===== src/rtl/eq_sat_stage.sv =====
// eq_sat_stage: stereo output conditioning between the equalizer and the I2S
// transmitter. Each accepted L/R pair is arithmetically shifted, saturated to
// OW-bit signed and presented left-justified in DW bits through a single
// valid/ready register slice. The stage also keeps per-channel clip-hold
// flags, decaying peak meters and a saturating clipped-frame counter.
//
// Optional feature: define EQ_SAT_ROUND_EN to round half toward +inf before
// the shift (only has an effect when IN_SHIFT > 0). The default build floors.
module eq_sat_stage #(
    parameter int DW               = 32,
    parameter int OW               = 24,
    parameter int IN_SHIFT         = 0,
    parameter int CLIP_HOLD        = 4096,
    parameter int PEAK_DECAY_SHIFT = 4
) (
    input  logic          clk,
    input  logic          rst,
    input  logic          in_valid,
    output logic          in_ready,
    input  logic [DW-1:0] in_data_l,
    input  logic [DW-1:0] in_data_r,
    output logic          out_valid,
    input  logic          out_ready,
    output logic [DW-1:0] out_data_l,
    output logic [DW-1:0] out_data_r,
    output logic          clip_l,
    output logic          clip_r,
    output logic [OW-2:0] peak_l,
    output logic [OW-2:0] peak_r,
    output logic [15:0]   clip_cnt
);

    localparam int HW = $clog2(CLIP_HOLD + 1);

    // Saturation limits held in the widened DW+1 domain so comparisons are exact.
    localparam logic signed [DW:0] MAXV = (DW+1)'((64'sd1 <<< (OW - 1)) - 64'sd1);
    localparam logic signed [DW:0] MINV = ~MAXV;

`ifdef EQ_SAT_ROUND_EN
    // Half an LSB of the shifted result; zero when there is no shift.
    localparam int RSH = (IN_SHIFT > 0) ? IN_SHIFT - 1 : 0;
    localparam logic [DW:0] RND = (IN_SHIFT > 0) ? ((DW+1)'(1) << RSH) : '0;
`endif

    logic          accept;
    logic          out_valid_q, out_valid_d;
    logic [15:0]   cnt_q, cnt_d;

    logic [DW-1:0] din      [2];
    logic [DW-1:0] dout     [2];
    logic [OW-2:0] peak_o   [2];
    logic          flag_o   [2];
    logic          clip_now [2];

    assign din[0] = in_data_l;
    assign din[1] = in_data_r;

    // A pair can be taken when the slice is empty or draining this cycle.
    assign in_ready = !rst && (!out_valid_q || out_ready);
    assign accept   = in_valid && in_ready;

    genvar gi;
    generate
        for (gi = 0; gi < 2; gi++) begin : g_ch
            logic signed [DW:0] ext_c;
            logic signed [DW:0] s_c;
            logic [OW-1:0]      res_c;
            logic [OW-2:0]      mag_c;
            logic               clip_c;
            logic [DW-1:0]      data_q, data_d;
            logic [OW-2:0]      peak_q, peak_d;
            logic [HW-1:0]      hold_q, hold_d;
            logic               flag_q, flag_d;

            // Scale, saturate and take the clamped magnitude of one channel.
            always_comb begin
                ext_c = {din[gi][DW-1], din[gi]};
`ifdef EQ_SAT_ROUND_EN
                ext_c = ext_c + RND;
`endif
                s_c    = ext_c >>> IN_SHIFT;
                clip_c = 1'b1;
                if (s_c > MAXV) begin
                    res_c = MAXV[OW-1:0];
                end else if (s_c < MINV) begin
                    res_c = MINV[OW-1:0];
                end else begin
                    res_c  = s_c[OW-1:0];
                    clip_c = 1'b0;
                end
                // |MIN| does not fit in OW-1 bits, so it reads as full scale.
                if (!res_c[OW-1]) begin
                    mag_c = res_c[OW-2:0];
                end else if (res_c[OW-2:0] == '0) begin
                    mag_c = '1;
                end else begin
                    mag_c = ~res_c[OW-2:0] + (OW-1)'(1);
                end
            end

            // Output word, peak meter and clip hold advance only on accepted frames.
            always_comb begin
                data_d = data_q;
                peak_d = peak_q;
                hold_d = hold_q;
                flag_d = flag_q;
                if (accept) begin
                    data_d = DW'(res_c) << (DW - OW);
                    if (mag_c > peak_q) begin
                        peak_d = mag_c;
                    end else begin
                        peak_d = peak_q - (peak_q >> PEAK_DECAY_SHIFT);
                    end
                    if (clip_c) begin
                        hold_d = HW'(CLIP_HOLD);
                    end else if (hold_q != '0) begin
                        hold_d = hold_q - HW'(1);
                    end
                    // Flag reflects the hold state before this frame's decrement,
                    // so it covers the clipped frame plus CLIP_HOLD clean frames.
                    flag_d = clip_c || (hold_q != '0);
                end
            end

            // Per-channel state registers.
            always_ff @(posedge clk) begin
                if (rst) begin
                    data_q <= '0;
                    peak_q <= '0;
                    hold_q <= '0;
                    flag_q <= 1'b0;
                end else begin
                    data_q <= data_d;
                    peak_q <= peak_d;
                    hold_q <= hold_d;
                    flag_q <= flag_d;
                end
            end

            assign dout[gi]     = data_q;
            assign peak_o[gi]   = peak_q;
            assign flag_o[gi]   = flag_q;
            assign clip_now[gi] = clip_c;
        end
    endgenerate

    // Slice occupancy and the saturating count of frames with any clip.
    always_comb begin
        out_valid_d = out_valid_q;
        if (accept) begin
            out_valid_d = 1'b1;
        end else if (out_ready) begin
            out_valid_d = 1'b0;
        end
        cnt_d = cnt_q;
        if (accept && (clip_now[0] || clip_now[1]) && (cnt_q != 16'hFFFF)) begin
            cnt_d = cnt_q + 16'd1;
        end
    end

    // Shared state registers.
    always_ff @(posedge clk) begin
        if (rst) begin
            out_valid_q <= 1'b0;
            cnt_q       <= '0;
        end else begin
            out_valid_q <= out_valid_d;
            cnt_q       <= cnt_d;
        end
    end

    assign out_valid  = out_valid_q;
    assign out_data_l = dout[0];
    assign out_data_r = dout[1];
    assign clip_l     = flag_o[0];
    assign clip_r     = flag_o[1];
    assign peak_l     = peak_o[0];
    assign peak_r     = peak_o[1];
    assign clip_cnt   = cnt_q;

endmodule

===== config.mk =====
export PLATFORM = sky130hd
export DESIGN_NAME = eq_sat_stage
export DESIGN_NICKNAME = d
export VERILOG_FILES = /design/src/rtl/eq_sat_stage.sv
export SDC_FILE = /design/constraint.sdc
export NUM_CORES = 1
export LEC_CHECK = 0
export CAP_MARGIN = 20
export CORE_ASPECT_RATIO = 0.75
export CORE_MARGIN = 4
export CORE_UTILIZATION = 49
export DETAILED_ROUTE_END_ITERATION = 6
export PLACE_DENSITY = 0.78
export SKIP_LAST_GASP = 1
export SLEW_MARGIN = 40
export SYNTH_ARGS = -nofsm -noshare
export SYNTH_HDL_FRONTEND = slang
export SYNTH_SLANG_ARGS = --single-unit

===== constraint.sdc =====
create_clock -name clk -period 5.26 [get_ports clk]
set_input_delay 0.789 -clock clk [delete_from_list [all_inputs] [get_ports clk]]
set_output_delay 0.789 -clock clk [all_outputs]
set_load 0.02 [all_outputs]

==> results.yml <==
outcome:
  outcome: "finished clean"
setup_path:
  slowest_delay_ps: 590
  required_ps: 5620
  endpoint_kind: "flip-flop"
  crit_arrival_ps: 5550
  worst_path_most_repeated_cell: "buf_4"
  start_kind: "input port"
  critPathKind: "input port to flip-flop"
  crit_fanout: 6
  timing.critical_path.buf_inv: 6
  path_cells: "clkdlybuf4s50_1 -> or4_1 -> nand2b_1 -> o41a_1 -> buf_4 -> buf_4 -> buf_4 -> nand2b_4 -> a41oi_4 -> ha_1 -> nand4_1 -> buf_4 -> a211oi_1 -> a211o_1 -> o31a_1 -> o21ai_4 -> buf_6 -> nand3_1 -> o41a_1 -> a21oi_1"
  cp_top_family: "compound AO/OA/AOI/OAI gates"
  crit_path_top_delay_cell: "or4_1"
timing:
  tns_ps: 0
  period_share_pct: 98.71
  tightest_slew_ps: 817.8
  min_period_ps: 5192
  slew_violations: 0
  timing.final.ws_setup_ps: 67.93
  finalHoldViolations: 0
  fmax_mhz: 192.6
  fin_skew_ps: 8.746
  finalSetupViolations: 0
  slew_headroom_pct: 45.48
  hold-worst-slack_ps: 473.2
routing:
  vias: 13050
  wl_per_cell_um: 20.38
  ant_nets: 0
  dr.pass1.iters: 6
  drc: 0
  drt_wl_total_um: 42890
  viasPerCell: 6.202
  drt_iter0_markers: 1606
cells_and_area:
  layout-drive-gt1-share_pct: 18.28
  fin_cells: 2104
  fin_area_sq_mm: 0.01533
  num_antenna_cells: 0
  mostFrequentLayoutCells: "211 x buf_4, 162 x clkdlybuf4s50_1, 139 x dfxtp_1"
  final_common_cell: "buf_4"
  final_nets: 1963
  nFillCells: 1743
  area_growth_syn_to_layout_pct: 40.70
  multiInputGateArea_sq_mm: 0.007782
  seqCellArea_sq_mm: 0.002783
power_and_ir_drop:
  peakVddDrop_v: 0.0002533
  powerDensity_mw_per_mm2: 315.3
  leakage_nw: 6.215
die:
  core_sq_mm: 0.02153
  dieArea_sq_mm: 0.02472
  start_util_pct: 50.63
  die_w_um: 180.2
  pin_count: 198
  core.rowCount: 46
  die_h_um: 137.2
place:
  port_buffers: 181
  hpwl_um: 31940
  gp_congestion: 1.028
  dp.cells: 2044
  place_ws_ps: -598.7
  placedInstanceArea_sq_mm: 0.01426
cts:
  cts-buffers-inserted: 17
  clk_path_buf_depth: 2
  root_buffer: "clkbuf_16"
  cts_tree: "done"
  worstSkewPairLatency_ps: 430
  clk_pin_slew_ps: 60
  cts_max_level: 4
  clock_sinks: 139
logic_synthesis:
  synth_area_sq_mm: 0.01090
  synth_edf_count: 0
  synth_cell_types: 85
  synthCells: 1459
  syn_avg_cell_area_sq_um: 7.469
  async_flop_share_pct: 0
  ys_ff_latch: 139
  synthFlopType: "dfxtp_1"
  yosys_warnings: 0
  yosysSeqAreaShare_pct: 25.53
grt:
  grt_max_degree: 65
  grt_pass1_wl_um: 65040
  track_usage_pct: 32.80
  overflow: 0
  grt_pass1_vias: 11630
  antenna_found_initial: 0
min_path:
  hold_path_class: "flip-flop to flip-flop"
job:
  cap_viol_max_count: 0
[stage by stage]
step | total power, mW | util, %
after global placement | 3.480 | 66.24
after global routing | 5.103 | 71.23
after detailed placement | 3.525 | 66.26
after floorplan | 2.757 | -
after CTS | 4.737 | 69.25
final | 4.835 | 71.23
[final timing paths]
path / endpoint / cells past startpoint / start / slack, ps
setup / recovery: peak_r[22] / 20 / in_data_r[12] / 70
hold / removal: g_ch[1].hold_q[12] / 2 / g_ch[1].hold_q[12] / 470
setup reg to reg: peak_r[22] / 10 / peak_r[6] / 2100
hold reg to reg: g_ch[1].hold_q[12] / 2 / g_ch[1].hold_q[12] / 470
[where the power goes]
group          total, mW  switching [mW]  internal [mW]
sequential          1.30           0.123           1.17
clock               1.20           0.504          0.692
combinational       2.34            1.32           1.02
[area by class of cell]
class | instances | area share, %
multi-input cells | 1169 | 50.75
repair buffers | 402 | 23.26
flip-flops and latches | 139 | 18.15
clock buffers | 19 | 2.823
well taps | 288 | 2.350
inverters | 75 | 1.836
clock inverters | 12 | 0.8241
[cells in the mapped netlist (5+ instances only)]
cell type	n	share of area, %
a21oi_1	145	6.7
dfxtp_1	139	26
nor2_1	133	4.6
o21ai_0	120	5.5
nand2_1	98	3.4
nand3_1	91	4.2
ha_1	89	10
inv_1	74	2.5
clkbuf_1	60	2.1
nor3_1	41	1.9
xnor2_1	29	2.3
nand4_1	25	1.4
or3_1	24	1.4
nor4_1	23	1.3
a31oi_1	21	1.2
o31ai_1	20	1.4
a21o_1	19	1.3
xor2_1	19	1.5
o21a_1	18	1.2
buf_4	17	1.2
nand2b_1	15	0.86
a211oi_1	12	0.83
a221o_1	12	1.1
or4_1	12	0.83
o211ai_1	11	0.76
a22oi_1	10	0.69
and4_1	10	0.80
nor2b_1	10	0.57
o22a_1	10	0.80
buf_1	8	0.28
mux2i_1	7	0.64
a211o_1	6	0.48
a41oi_1	6	0.48
nand3b_1	6	0.41
a311oi_1	5	0.40
and2_1	5	0.29
mux2_2	5	0.52
o21ai_1	5	0.23
o21bai_1	5	0.34
or2_2	5	0.29
[timing repair]
item	CTS	global route
gates resized for setup	13	60
hold buffers	0	0
endpoints found under the setup margin	36	46
pin swaps	5	44
buffers inserted	2	28
[logic make-up after synthesis]
group / synth area share, %
other: 0.03441
AND/OR/NAND/NOR: 23.47
AO/OA/AOI/OAI: 28.77
buffers and inverters: 6.487
XOR/XNOR: 3.858
flip-flops: 25.53
adder cells (fa/ha/maj): 10.59
multiplexers: 1.263
[registers in the layout, indices dropped and copies added, names as in the netlist]
name / cells
g_ch.hold_q: 26
peak_l: 23
clip_l: 1
out_valid: 1
peak_r: 23
out_data_l: 24
clip_r: 1
out_data_r: 24
clip_cnt: 16
[worst register-to-register path, stage by stage, from the launching register on]
cell	delay, ps
dfxtp_1	420
inv_1	130
ha_1	340
nor2b_1	180
o31ai_1	530
a211oi_1	170
a31oi_1	350
a211oi_1	220
o311ai_0	380
o41a_1	240
a21oi_1	60
[per-layer routing]
metal	routed length [um]	GRT usage, %	up-vias
met5	0	0	-
met4	797	7.095	0
met3	5078	9.166	80
met2	17570	47.02	763
met1	19440	48.85	6111
li1	-	-	6096
No activity file was read; power rests on OpenSTA's default activity.
